File: src/rtl/upload_arbiter_pkg.sv
// Shared types and constants for the upload arbiter: FSM encoding, source
// indices and datapath widths.
package upload_arbiter_pkg;

  localparam int unsigned IDX_W  = 2;
  localparam int unsigned BYTE_W = 8;
  localparam int unsigned CNT_W  = 16;
  localparam int unsigned HO_W   = 4;

  localparam int unsigned SRC_UART = 0;
  localparam int unsigned SRC_SPI  = 1;
  localparam int unsigned SRC_I2C  = 2;
  localparam int unsigned SRC_DSM  = 3;

  typedef enum logic [1:0] {
    ST_IDLE    = 2'd0,
    ST_GRANT   = 2'd1,
    ST_HOLDOFF = 2'd2
  } state_e;

endpackage

File: src/rtl/upload_arbiter_rr_select.sv
// Round-robin requester selection: first set bit of req starting one past last.
module rr_select
  import upload_arbiter_pkg::*;
#(
  parameter int unsigned NUM_SRC = 4
) (
  input  logic [NUM_SRC-1:0] req,
  input  logic [IDX_W-1:0]   last,
  output logic               found,
  output logic [IDX_W-1:0]   index
);

  logic [IDX_W-1:0] cand;

  // Scan from the farthest offset down so the nearest requester is written last and wins.
  always_comb begin
    found = 1'b0;
    index = '0;
    cand  = '0;
    for (int unsigned k = NUM_SRC; k > 0; k--) begin
      cand = IDX_W'((32'(last) + k) % NUM_SRC);
      if (req[cand]) begin
        found = 1'b1;
        index = cand;
      end
    end
  end

endmodule

File: src/rtl/upload_arbiter.sv
// Merges per-source upload byte streams into one command_processor port,
// granting one whole packet at a time in round-robin order.
module upload_arbiter
  import upload_arbiter_pkg::*;
#(
  parameter int unsigned NUM_SRC        = 4,
  parameter int unsigned TIMEOUT_CYCLES = 65535,
  parameter int unsigned HOLDOFF_CYCLES = 1
) (
  input  logic                      clk,
  input  logic                      rst,
  input  logic [NUM_SRC-1:0]        src_req,
  input  logic [NUM_SRC-1:0]        src_valid,
  input  logic [BYTE_W*NUM_SRC-1:0] src_data,
  input  logic [BYTE_W*NUM_SRC-1:0] src_source,
  output logic [NUM_SRC-1:0]        src_ready,
  output logic                      up_req,
  output logic                      up_valid,
  output logic [BYTE_W-1:0]         up_data,
  output logic [BYTE_W-1:0]         up_source,
  input  logic                      up_ready,
  output logic                      grant_active,
  output logic [IDX_W-1:0]          grant_id,
  output logic [CNT_W-1:0]          grant_bytes,
  output logic                      timeout_pulse
);

  state_e             state_q, state_d;
  logic [IDX_W-1:0]   grant_id_q, grant_id_d;
  logic [IDX_W-1:0]   last_grant_q, last_grant_d;
  logic [CNT_W-1:0]   grant_bytes_q, grant_bytes_d;
  logic [CNT_W-1:0]   to_cnt_q, to_cnt_d;
  logic [HO_W-1:0]    ho_cnt_q, ho_cnt_d;
  logic               timeout_pulse_q, timeout_pulse_d;

  logic               sel_found;
  logic [IDX_W-1:0]   sel_idx;
  logic               in_grant;
  logic               xfer;
  logic [BYTE_W-1:0]  data_arr  [NUM_SRC];
  logic [BYTE_W-1:0]  srcid_arr [NUM_SRC];

  for (genvar i = 0; i < NUM_SRC; i++) begin : g_unpack
    assign data_arr[i]  = src_data[BYTE_W*i +: BYTE_W];
    assign srcid_arr[i] = src_source[BYTE_W*i +: BYTE_W];
  end

  rr_select #(.NUM_SRC(NUM_SRC)) u_rr_select (
    .req   (src_req),
    .last  (last_grant_q),
    .found (sel_found),
    .index (sel_idx)
  );

  assign in_grant = (state_q == ST_GRANT);
  assign xfer     = in_grant && src_valid[grant_id_q] && up_ready;

  // Zero-latency mux from the owning source; forced to zero while in reset.
  always_comb begin
    up_req    = 1'b0;
    up_valid  = 1'b0;
    up_data   = '0;
    up_source = '0;
    src_ready = '0;
    if (in_grant && !rst) begin
      up_req                = src_req[grant_id_q];
      up_valid              = src_valid[grant_id_q];
      up_data               = data_arr[grant_id_q];
      up_source             = srcid_arr[grant_id_q];
      src_ready[grant_id_q] = up_ready;
    end
  end

  always_comb begin
    state_d         = state_q;
    grant_id_d      = grant_id_q;
    last_grant_d    = last_grant_q;
    grant_bytes_d   = grant_bytes_q;
    to_cnt_d        = to_cnt_q;
    ho_cnt_d        = ho_cnt_q;
    timeout_pulse_d = 1'b0;
    case (state_q)
      ST_IDLE: begin
        if (sel_found) begin
          grant_id_d    = sel_idx;
          last_grant_d  = sel_idx;
          grant_bytes_d = '0;
          to_cnt_d      = '0;
          state_d       = ST_GRANT;
        end
      end
      ST_GRANT: begin
        if (xfer) begin
          to_cnt_d = '0;
          if (grant_bytes_q != '1) grant_bytes_d = grant_bytes_q + CNT_W'(1);
        end else begin
          to_cnt_d = to_cnt_q + CNT_W'(1);
        end
        // A trailing valid byte with req already low still goes out before release.
        if (!src_req[grant_id_q] && !src_valid[grant_id_q]) begin
          ho_cnt_d = '0;
          state_d  = ST_HOLDOFF;
        end else if (!xfer && (to_cnt_q + CNT_W'(1)) == CNT_W'(TIMEOUT_CYCLES)) begin
          ho_cnt_d        = '0;
          timeout_pulse_d = 1'b1;
          state_d         = ST_HOLDOFF;
        end
      end
      ST_HOLDOFF: begin
        if (ho_cnt_q == HO_W'(HOLDOFF_CYCLES - 1)) state_d = ST_IDLE;
        else ho_cnt_d = ho_cnt_q + HO_W'(1);
      end
      default: state_d = ST_IDLE;
    endcase
  end

  always_ff @(posedge clk) begin
    if (rst) begin
      state_q         <= ST_IDLE;
      grant_id_q      <= '0;
      last_grant_q    <= IDX_W'(NUM_SRC - 1);
      grant_bytes_q   <= '0;
      to_cnt_q        <= '0;
      ho_cnt_q        <= '0;
      timeout_pulse_q <= 1'b0;
    end else begin
      state_q         <= state_d;
      grant_id_q      <= grant_id_d;
      last_grant_q    <= last_grant_d;
      grant_bytes_q   <= grant_bytes_d;
      to_cnt_q        <= to_cnt_d;
      ho_cnt_q        <= ho_cnt_d;
      timeout_pulse_q <= timeout_pulse_d;
    end
  end

  assign grant_active  = in_grant;
  assign grant_id      = grant_id_q;
  assign grant_bytes   = grant_bytes_q;
  assign timeout_pulse = timeout_pulse_q;

endmodule

File: config.mk
export PLATFORM = sky130hd
export DESIGN_NAME = upload_arbiter
export DESIGN_NICKNAME = d
export VERILOG_FILES = /design/src/rtl/upload_arbiter_pkg.sv /design/src/rtl/upload_arbiter_rr_select.sv /design/src/rtl/upload_arbiter.sv
export SDC_FILE = /design/constraint.sdc
export NUM_CORES = 1
export LEC_CHECK = 0
export ABC_AREA = 0
export CORE_UTILIZATION = 44
export DETAILED_ROUTE_END_ITERATION = 8
export PLACE_DENSITY_LB_ADDON = 0.1
export SLEW_MARGIN = 5
export SYNTH_ARGS = -nofsm -noshare
export SYNTH_HDL_FRONTEND = slang
export SYNTH_HIERARCHICAL = 1
export SYNTH_SLANG_ARGS = --single-unit
File: constraint.sdc
create_clock -name clk -period 2.9 [get_ports clk]
set_input_delay 0.87 -clock clk [delete_from_list [all_inputs] [get_ports clk]]
set_output_delay 0.87 -clock clk [all_outputs]
set_load 0.03 [all_outputs]
Word level (Yosys, flattened, before mapping). Cells that the tools add are included.

Register bits: 43. Input bits: 75. Output and inout bits: 42. Word-level logic and storage cells: 103.

Add/subtract/negate cells: 7. Magnitude comparators: 7. Equality and inequality tests: 10. Mux-type cells: 49. Bitwise gates (word level): 3. Reductions and logical operators: 20.

Operator list (number): 2-to-1 mux 16 bit (4); one-hot mux 16 bit (2 select lines) (2); 2-to-1 mux 8 bit (6); adder 16 x 1 -> 16 bit, second input constant (2); binary-select mux 8 bit (select 2 bit) (2); == test 16 bit, second input constant (1); 2-to-1 mux 2 bit (8); 2-to-1 mux 4 bit (4); != test 16 bit, second input constant (1); < comparator 2 x 3 -> 1 bit, second input constant (5); 2-to-1 mux 1 bit (14); binary-select mux 1 bit (select 2 bit) (6); one-hot mux 4 bit (2 select lines) (1); logical AND 1 bit (6); != test 2 bit, second input constant (3); one-hot mux 2 bit (3 select lines) (1); AND reduction 3 bit (2); adder 2 x 1 -> 2 bit, second input constant (2); adder 2 bit, second input constant (2); adder 4 x 1 -> 4 bit, second input constant (1); AND 4 bit (1); zero test 1 bit (4); zero test 4 bit (1); != test 2 x 1 -> 1 bit, second input constant (2); 13 further kinds (15).

Depth between registers and ports, before layout. Gate-level depths: netlist of run 1.

Depth in word-level cells: 9. Gate-level depth with buffers: 10.

Hierarchy. Netlist of run 1, hierarchy kept.

Modules (own cells, without submodules): upload_arbiter (instances 1, cells an instance 338, area each 2891.5 sq um, sequential area each 860.8 sq um); rr_select (instances 1, cells an instance 14, area each 91.3 sq um, sequential area each 0.0 sq um).

Worst setup path before layout of run 1. No wires, ideal clock.

Path kind: register to output. Start: register grant_id_q[0] (netlist: grant_id[0]). End: output port up_data[0]. Arrival time: 1965 ps. Required time: 2030 ps. Setup slack: 65 ps. Stages on the path, launching flop included: 4. Cells stage by stage: dfxtp_1 -> buf_1 -> mux4_2 -> and2_1.

Word-level cells in the longest chain between the ends: 5.

Ends and longest elaborated chain: start: declaration (line upload_arbiter.sv:29) `logic [IDX_W-1:0] grant_id_q, grant_id_d;`; start signal: assignment (line upload_arbiter.sv:128) `grant_id_q <= grant_id_d;`; NOT 2 -> 3 bit (not written as such) (line upload_arbiter.sv:68) `up_data = data_arr[grant_id_q];`; binary-select mux 8 bit (select 2 bit) (line upload_arbiter.sv:68); 2-to-1 mux 8 bit (not written as such) (2 in series) (line upload_arbiter.sv:68); 2-to-1 mux 8 bit (line upload_arbiter.sv:65) `if (in_grant && !rst) begin`; end: declaration (line upload_arbiter.sv:19) `output logic [BYTE_W-1:0] up_data,`.

No other way between the ends. The select of a mux whose other input is x is not followed.

Final worst setup path of run 1.
Start: input port src_data[10]. End: output port up_data[2].

Word-level cells in the longest chain between the ends: 4.

Ends and longest elaborated chain: start: declaration (line upload_arbiter.sv:14) `input logic [BYTE_W*NUM_SRC-1:0] src_data,`; binary-select mux 8 bit (select 2 bit) (line upload_arbiter.sv:68); 2-to-1 mux 8 bit (not written as such) (2 in series) (line upload_arbiter.sv:68); 2-to-1 mux 8 bit (line upload_arbiter.sv:65).

No other way between the ends. The select of a mux whose other input is x is not followed.

==> results of run 1 <==
path summary, 6_finish.rpt:
| kind | startpoint | endpoint |
|---|---|---|
| setup / recovery | src_data[10] | up_data[2] |
| hold / removal | ho_cnt_q[3] | ho_cnt_q[3] |
| setup reg to reg | to_cnt_q[1] | ho_cnt_q[1] |
| hold reg to reg | ho_cnt_q[3] | ho_cnt_q[3] |
cell families after synthesis:
logic type      after synthesis  share of synthesized area, %
simple gates                173                          30.4
flops                        43                          28.9
xor+xnor                     19                          6.21
fa+ha+maj                     5                          2.10
compound gates               61                          14.0
buf+inv                      31                          4.24
mux                          20                          14.3
registers in the layout, indices dropped and copies added (netlist names):
name	count
ho_cnt_q	4
grant_bytes	16
to_cnt_q	16
grant_id	2
last_grant_q	2
timeout_pulse	1
state_q	2
critical path, delay by kind of cell:
kind	cells	cell delay [ns]
AND/OR/NAND/NOR	1	0.16
buffers and inverters	2	0.54
multiplexers	1	0.49
metal layers:
metal  share of wire (%)  vias up  global-route usage [%]  routed length (um)
met3                 5.7       16                    4.52                 530
met2                  52       97                    47.8                4870
met1                  40     1508                    28.2                3730
li1                    -     1518                       -                   -
met5                   0        -                       0                   0
met4                 2.2        0                    6.78                 201
what timing repair did:
action / 4_1_cts / 5_1_grt
gates resized for setup: 43 / 50
buffers inserted: 1 / 0
endpoints found under the setup margin: 21 / 27
pin swaps: 10 / 17
metrics by stage:
step	util [%]	setup WS (ns)	instance area [um^2]
3_3_place_gp	66.3	-0.108	4280
3_5_place_dp	66.3	-0.137	4280
2_1_floorplan	-	0.0647	2980
5_1_grt	71.3	-0.0378	4600
6_report	71.3	-0.0282	4600
4_1_cts	69.2	0.000127	4470
where the power goes:
| group | internal [mW] | total [mW] | switching, mW | leakage, nW |
|---|---|---|---|---|
| combinational | 0.427 | 0.837 | 0.410 | 1.62 |
| sequential | 0.617 | 0.659 | 0.0426 | 0.348 |
| clock | 0.172 | 0.398 | 0.225 | 0.0408 |
area by class of cell:
type                            instances  area, um^2
Antenna cell                            1        2.50
Clock buffer                            5        68.8
Clock inverter                          3        23.8
Fill cell                             499        1860
Inverter                               12        45.0
Multi-Input combinational cell        278        2050
Sequential cell                        43         861
Tap cell                               77        96.3
Timing Repair Buffer                  138        1460
layout by cell type, fill, tap and decap left out, drive strengths merged, types with 3 or more instances in the layout:
master / instances
and3: 3
nor2b: 4
mux4: 18
or3: 6
a21oi: 28
and2: 18
nand4: 8
xor2: 5
ha: 5
a22oi: 4
dlygate4sd2: 11
dfxtp: 43
o21ai: 12
xnor2: 14
clkbuf: 5
nand2b: 7
o22ai: 3
dlymetal6s2s: 45
and4: 3
clkdlybuf4s50: 37
buf: 45
nand2: 29
nand3: 14
nor3b: 3
o31ai: 3
a31oi: 3
nor3: 7
inv: 13
nor2: 56
nor4: 4
==> flow_summary.json, run 1 <==
{
  "power_leakage_nw": 2.01,
  "async_reset_ff_share_pct": 0,
  "synth_top_cell_area_share_pct": 28.9,
  "routedWlPerCell_um": 16.7,
  "finish.net_count": 558,
  "dr.pass1.iters": 7,
  "netlist_area_um2": 2980,
  "cts_root_buf": "sky130_fd_sc_hd__clkbuf_8",
  "setup.worst_path.start_class": "input pin",
  "setup_ws_ns": -0.0282,
  "cts_tree": "yes",
  "yosys_register_bits": 43,
  "antenna_violating_nets_post_route": 0,
  "crit_chain": "clkdlybuf4s50_1, mux4_2, and2_4, buf_6",
  "route.detailed.drc": 16,
  "average_footprint_of_a_synthesized_cell_um2": 8.47,
  "count_of_non_filler_cells_in_the_finished_layout": 557,
  "worstSetupPathType": "in -> out",
  "hpwlAfterDp_um": 6950,
  "timing.critical_path.slowest_stage_cell": "sky130_fd_sc_hd__mux4_2",
  "grt_overflow": 0,
  "worst_ir_drop_vdd_uv": 288,
  "tightestPinTransition_ns": 0.515,
  "synth.yosys.seq_area_share_pct": 28.9,
  "dieArea_um2": 7110,
  "hold-worst-slack_ns": 0.495,
  "hold_bufs_at_cts": 0,
  "syn_inst": 352,
  "post_synth_num_cell_types": 54,
  "fin_crit_ns": 2.93,
  "outcome": "complete, but fails checks",
  "timing.critical_path.to_type": "primary output",
  "fmax_ghz": 0.342,
  "synth_fp_nets": 432,
  "p_total_mw": 1.89,
  "timing.max_cap.violations": 0,
  "cts_made_buffers": 5,
  "critPathMaxFanout": 1,
  "die_y_um": 84.3,
  "timing.final.hold_violations": 0,
  "routed-via-count": 3139,
  "critical_path_arrival_ns": 2.06,
  "portBuffers": 116,
  "max_stage_delay_ns": 0.49,
  "min-delay-path-class": "reg -> reg",
  "cp_data_required_time_ns": 2.03,
  "grt_pass1_wl_um": 14100,
  "ys_warn_count": 6,
  "synth-edff-count": 0,
  "groute.usage.overall_pct": 24.9,
  "share_of_final_layout_standard_cells_stronger_than_drive_strength_1_pct": 21.5,
  "synth_commonest_cells": "sky130_fd_sc_hd__nor2_1 (56), sky130_fd_sc_hd__dfxtp_1 (43), sky130_fd_sc_hd__nand2_1 (29), sky130_fd_sc_hd__a21oi_1 (27)",
  "worst_slew_margin_rel_pct": 65.7,
  "yosys.cell_count.top_type": "sky130_fd_sc_hd__nor2_1",
  "power-per-cell-area_nw_per_um2": 412,
  "post_synth_main_area_contributors": "sky130_fd_sc_hd__dfxtp_1 (29%), sky130_fd_sc_hd__mux4_2 (14%), sky130_fd_sc_hd__nor2_1 (7.0%), sky130_fd_sc_hd__a21oi_1 (4.5%), sky130_fd_sc_hd__xnor2_1 (3.8%)",
  "grt_antenna_before_repair": 1,
  "setup_tns_ns": -0.0483,
  "failed_checks": "design-rule violations, negative setup slack",
  "rrSetupSlack_ns": 0.18,
  "path_clk_slew_ns": 0.08,
  "h-tree-depth": 2,
  "gp_congestion": 0.802,
  "drt_iter0_drc": 192,
  "dp_cells": 547,
  "clock_tree.buffer_depth": 2,
  "flow.area_growth_from_synthesis_pct": 54.3,
  "slew_viol_final": 0,
  "design.core.area_um2": 6460,
  "grt_pass1_vias": 2931,
  "rows": 29,
  "min_path_cells": 2,
  "synth_top_flop_cell": "sky130_fd_sc_hd__dfxtp_1",
  "horizontal_die_dimension_um": 84.3,
  "post_route_wl_um": 9330,
  "num_io_pins": 117,
  "setup_violations": 2,
  "yosys.area.top_type": "sky130_fd_sc_hd__dfxtp_1",
  "route.detailed.vias_per_inst": 5.64,
  "floorplan.initialDensity_pct": 46.2,
  "maximum_number_of_pins_on_one_net_before_global_route_repair": 31,
  "clock-skew-final_ns": 0.00958,
  "timing.reg2reg.worst_path_depth": 8,
  "finalCritPeriodShare_pct": 101,
  "sinks_on_the_clock_net": 43,
  "clkLatencyLatePin_ns": 0.31
}
Power figures use the tool's default switching activity.
==> run 2: changes to the inputs <==
Settings changed: PLACE_DENSITY_LB_ADDON 0.1 to 0.05, SLEW_MARGIN 5 to 15.
==> flow_summary.json, run 2 (synthesis gave the netlist of run 1 again) <==
{
  "outcome": "complete, but fails checks",
  "failed_checks": "design-rule violations",
  "worst_ir_drop_vdd_uv": 376,
  "fmax_ghz": 0.345,
  "cp_data_required_time_ns": 2.03,
  "grt_antenna_before_repair": 0,
  "dieArea_um2": 7110,
  "critical_path_arrival_ns": 2.03,
  "cts_root_buf": "sky130_fd_sc_hd__clkbuf_8",
  "worst_slack_placed_ns": -0.267,
  "h-tree-depth": 2,
  "floorplan.initialDensity_pct": 46.2,
  "sinks_on_the_clock_net": 43,
  "count_of_non_filler_cells_in_the_finished_layout": 560,
  "tightestPinTransition_ns": 0.530,
  "horizontal_die_dimension_um": 84.3,
  "routed-via-count": 3141,
  "min-delay-path-class": "reg -> reg",
  "worst_slew_margin_rel_pct": 64.6,
  "p_total_mw": 1.91,
  "max_stage_delay_ns": 0.46,
  "grt_overflow": 0,
  "timing.final.hold_violations": 0,
  "dp_cells": 551,
  "cts_made_buffers": 5,
  "final_cell_mix": "sky130_fd_sc_hd__nor2_1 (55), sky130_fd_sc_hd__dfxtp_1 (43), sky130_fd_sc_hd__clkdlybuf4s50_1 (37)",
  "grt_pass1_wl_um": 14400,
  "crit_chain": "clkdlybuf4s50_1, mux4_2, and2_4, buf_6",
  "route.detailed.vias_per_inst": 5.61,
  "power-per-cell-area_nw_per_um2": 416,
  "critPathMaxFanout": 1,
  "post_route_wl_um": 9360,
  "slew_viol_final": 0,
  "met1_demand_to_capacity_share_in_global_routing_pct": 29.3,
  "cp.buffers_inverters": 2,
  "groute.layer.met3.usage_pct": 4.82,
  "antenna_violating_nets_post_route": 0,
  "antenna_cells_inserted": 0,
  "mostFrequentLayoutCell": "sky130_fd_sc_hd__nor2_1",
  "clock_tree.buffer_depth": 2,
  "flow.area_growth_from_synthesis_pct": 53.9,
  "groute.usage.overall_pct": 25.5,
  "grt_pass1_vias": 2988,
  "num_io_pins": 117,
  "grt.met2_usage_pct": 48.7,
  "fin_crit_ns": 2.90,
  "clkLatencyLatePin_ns": 0.30,
  "die_y_um": 84.3,
  "rows": 29,
  "timing.critical_path.to_type": "primary output",
  "design.core.area_um2": 6460,
  "cts_tree": "yes",
  "portBuffers": 116,
  "power_leakage_nw": 1.96,
  "worstSetupPathType": "in -> out",
  "drt_iter0_drc": 158,
  "hpwlAfterDp_um": 7180,
  "timing.critical_path.slowest_stage_cell": "sky130_fd_sc_hd__mux4_2",
  "gp_congestion": 0.803,
  "finish.net_count": 562,
  "critical_path.top_delay_family": "buffers and inverters",
  "routedWlPerCell_um": 16.7,
  "timing.max_cap.violations": 0,
  "route.detailed.drc": 15,
  "clock-skew-final_ns": 0.00841,
  "maximum_number_of_pins_on_one_net_before_global_route_repair": 31,
  "share_of_final_layout_standard_cells_stronger_than_drive_strength_1_pct": 22.2,
  "setup_ws_ns": 0.00414,
  "grt_busiest_layer": "met2",
  "setup.worst_path.start_class": "input pin",
  "hold-worst-slack_ns": 0.492,
  "setup_violations": 0,
  "path_clk_slew_ns": 0.08,
  "finalCritPeriodShare_pct": 99.9,
  "dr.pass1.iters": 9
}
## run 2: changes by cell type in the layout (fill, tap and decap cells not counted)
cell	change
sky130_fd_sc_hd__dlygate4sd2_1	+10
sky130_fd_sc_hd__dlymetal6s2s_1	-10
sky130_fd_sc_hd__buf_4	+4
sky130_fd_sc_hd__diode_2	-1
sky130_fd_sc_hd__nand2_1	-1
sky130_fd_sc_hd__nand2_2	+1
sky130_fd_sc_hd__nand2b_1	+1
sky130_fd_sc_hd__nand2b_2	-1
## run 2: path summary, 6_finish.rpt
kind	from	end	slack, ns	cells after the start
worst max-delay path	src_source[2]	up_source[2]	0.004	4
worst min-delay path	ho_cnt_q[3]	ho_cnt_q[3]	0.49	2
worst max register to register	to_cnt_q[1]	ho_cnt_q[1]	0.14	8
worst min register to register	ho_cnt_q[3]	ho_cnt_q[3]	0.49	2
## run 2: where the power goes
part	internal [mW]	switching (mW)	leakage (nW)
clock	0.172	0.222	0.0408
combinational	0.441	0.415	1.57
sequential	0.617	0.0432	0.348
total	1.23	0.680	1.96
## run 2: layout make-up
cell class | count | area [um^2]
clock buffer | 5 | 68.8
clock inverter | 3 | 23.8
timing repair buffer | 142 | 1450
tap | 77 | 96.3
fill | 540 | 1870
sequential | 43 | 861
inverter | 12 | 45.0
multi-input combinational | 278 | 2050
## run 2: layer usage
layer  vias to the layer above  part of all wire [%]
met4                         0                   1.1
li1                       1526                     -
met2                        88                    52
met1                      1518                    41
met3                         9                   6.1
met5                         -                     0
## run 2: worst register-to-register path: stages (launching register included)
cell,delay [ns]
sky130_fd_sc_hd__dfxtp_1,0.44
sky130_fd_sc_hd__ha_1,0.34
sky130_fd_sc_hd__nand3_4,0.16
sky130_fd_sc_hd__or3_4,0.39
sky130_fd_sc_hd__a2111oi_4,0.39
sky130_fd_sc_hd__o221a_4,0.26
sky130_fd_sc_hd__a31oi_4,0.09
sky130_fd_sc_hd__or4_1,0.48
sky130_fd_sc_hd__a21oi_1,0.14
## run 2: stage by stage
| stage | setup TNS, ns | utilization, % | instance area [um^2] |
|---|---|---|---|
| after floorplan | 0 | - | 2980 |
| after global placement | -2.30 | 66.8 | 4310 |
| after detailed placement | -2.63 | 66.8 | 4310 |
| after CTS | 0 | 69.5 | 4490 |
| after global routing | -0.0357 | 71.1 | 4590 |
| final | 0 | 71.1 | 4590 |
## run 2: what timing repair did
| action | in CTS | in global routing |
|---|---|---|
| gates resized for setup | 54 | 39 |
| pin swaps | 12 | 13 |
| hold buffers | 0 | 0 |
| setup buffers | 1 | 0 |
| setup endpoints to repair | 22 | 23 |
| hold endpoints to repair | 0 | 0 |
==> run 3: changes to the inputs <==
Settings changed: SKIP_LAST_GASP set to 1.
==> flow_summary.json, run 3 (synthesis gave the netlist of run 1 again) <==
{
  "critPathMaxFanout": 1,
  "finish.instance_area_um2": 4610,
  "setup.worst_path.start_class": "input pin",
  "die_y_um": 84.3,
  "num_io_pins": 117,
  "path_clk_slew_ns": 0.08,
  "gp_congestion": 0.803,
  "route.detailed.drc": 15,
  "grt_pass1_vias": 2975,
  "sinks_on_the_clock_net": 43,
  "share_of_final_layout_standard_cells_stronger_than_drive_strength_1_pct": 22.6,
  "hpwlAfterDp_um": 7180,
  "routedWlPerCell_um": 16.5,
  "utilization_pct": 71.4,
  "worst_ir_drop_vdd_uv": 370,
  "hold_bufs_at_cts": 0,
  "power-per-cell-area_nw_per_um2": 416,
  "antenna_cells_inserted": 0,
  "count_of_non_filler_cells_in_the_finished_layout": 560,
  "timing.reg2reg.worst_path_depth": 8,
  "hold_end": "ho_cnt_q[3]",
  "fin_crit_ns": 2.90,
  "clkLatencyLatePin_ns": 0.30,
  "design.core.area_um2": 6460,
  "timing.final.hold_violations": 0,
  "p_seq_share_pct": 34.4,
  "dr.pass1.iters": 8,
  "clock-skew-final_ns": 0.00841,
  "total_switching_power_mw": 0.683,
  "min-delay-path-class": "reg -> reg",
  "h-tree-depth": 2,
  "timing.max_cap.violations": 0,
  "tightestPinTransition_ns": 0.530,
  "finalCritPeriodShare_pct": 99.9,
  "worstReg2RegStart": "to_cnt_q[1]",
  "grt_overflow": 0,
  "flow.area_growth_from_synthesis_pct": 54.5,
  "fmax_ghz": 0.345,
  "power_switching_share_pct": 35.6,
  "p_total_mw": 1.92,
  "clock_power_share_pct": 20.6,
  "clock_tree.buffer_depth": 2,
  "min_path_cells": 2,
  "setup_tns_ns": 0,
  "portBuffers": 116,
  "timing.critical_path.to_type": "primary output",
  "power_leakage_nw": 1.95,
  "rrSetupSlack_ns": 0.14,
  "route.detailed.vias_per_inst": 5.58,
  "grt_pass1_wl_um": 14400,
  "drt_iter0_drc": 154,
  "slew_viol_final": 0,
  "finish.net_count": 562,
  "post_route_wl_um": 9260,
  "dieArea_um2": 7110,
  "worst_slew_margin_rel_pct": 64.7,
  "rr_endpoint": "ho_cnt_q[1]",
  "mostFrequentLayoutCell": "sky130_fd_sc_hd__nor2_1",
  "failed_checks": "design-rule violations",
  "cts_root_buf": "sky130_fd_sc_hd__clkbuf_8",
  "p_comb_share_pct": 45.0,
  "cts_made_buffers": 5,
  "maximum_number_of_pins_on_one_net_before_global_route_repair": 31,
  "worstSetupPathType": "in -> out",
  "outcome": "complete, but fails checks",
  "routed-via-count": 3127,
  "final_cell_mix": "sky130_fd_sc_hd__nor2_1 (55), sky130_fd_sc_hd__dfxtp_1 (43), sky130_fd_sc_hd__clkdlybuf4s50_1 (42)",
  "place_area_um2": 4310,
  "antenna_violating_nets_post_route": 0,
  "min_from": "ho_cnt_q[3]",
  "grt_antenna_before_repair": 0,
  "rows": 29,
  "groute.usage.overall_pct": 25.5,
  "cp_data_required_time_ns": 2.03,
  "cell_int_power_mw": 1.23,
  "dp_cells": 551,
  "cts_tree": "yes",
  "setup_violations": 0,
  "floorplan.initialDensity_pct": 46.2,
  "critical_path_arrival_ns": 2.03,
  "horizontal_die_dimension_um": 84.3
}
[run 3: changes by cell type in the layout (fill, tap and decap cells not counted), sizes merged]
cell | previous run | this run
clkdlybuf4s50 | 37 | 42
dlygate4sd2 | 21 | 16
[run 3: through the flow]
stage          hold slack, ns  setup slack (ns)
6_report                0.498           0.00277
4_1_cts                 0.495           -0.0719
3_3_place_gp            0.471            -0.230
5_1_grt                 0.523           -0.0173
2_1_floorplan           0.457            0.0647
3_5_place_dp            0.484            -0.267
[run 3: worst max-delay path by stage]
stage / to / from / slack [ns]
floorplan: up_data[0] / grant_id[0] / 0.06
global placement: ho_cnt_q[1] / src_valid[3] / -0.23
detailed placement: ho_cnt_q[1] / src_valid[3] / -0.27
CTS: up_valid / src_valid[2] / -0.07
global route: up_data[0] / src_data[16] / -0.02
finish: up_source[4] / src_source[20] / 0.003
[run 3: what timing repair did]
item | in CTS | in global routing
gates resized for setup | 46 | 44
buffers inserted | 1 | 0
pin swaps | 12 | 15
setup endpoints to repair | 22 | 25
[run 3: critical path, stage by stage]
cell and delay [ns]:
sky130_fd_sc_hd__clkdlybuf4s50_1 0.41, sky130_fd_sc_hd__mux4_2 0.47, sky130_fd_sc_hd__and2_4 0.15, sky130_fd_sc_hd__buf_6 0.13
[run 3: per-layer routing]
| layer | share of wire [%] | vias to the layer above | track usage (%) |
|---|---|---|---|
| met1 | 40 | 1509 | 29.1 |
| met3 | 6.7 | 9 | 5.01 |
| met5 | 0 | - | 0 |
| met4 | 1.4 | 0 | 5.70 |
| li1 | - | 1525 | - |
| met2 | 51 | 84 | 49.0 |
[run 3: area by class of cell]
type                       instances  area [um^2]
clock buffer                       5         68.8
clock inverter                     3         23.8
fill                             526         1850
inverter                          12         45.0
multi-input combinational        278         2060
sequential                        43          861
tap                               77         96.3
timing repair buffer             142         1460
[run 3: power groups by stage]
| stage | Combinational, mW | Sequential [mW] | Clock [mW] |
|---|---|---|---|
| 2_1_floorplan | 0.447 | 0.677 | 0 |
| 3_3_place_gp | 0.799 | 0.671 | 0 |
| 3_5_place_dp | 0.812 | 0.673 | 0 |
| 4_1_cts | 0.854 | 0.659 | 0.412 |
| 5_1_grt | 0.922 | 0.665 | 0.431 |
| 6_report | 0.862 | 0.659 | 0.395 |
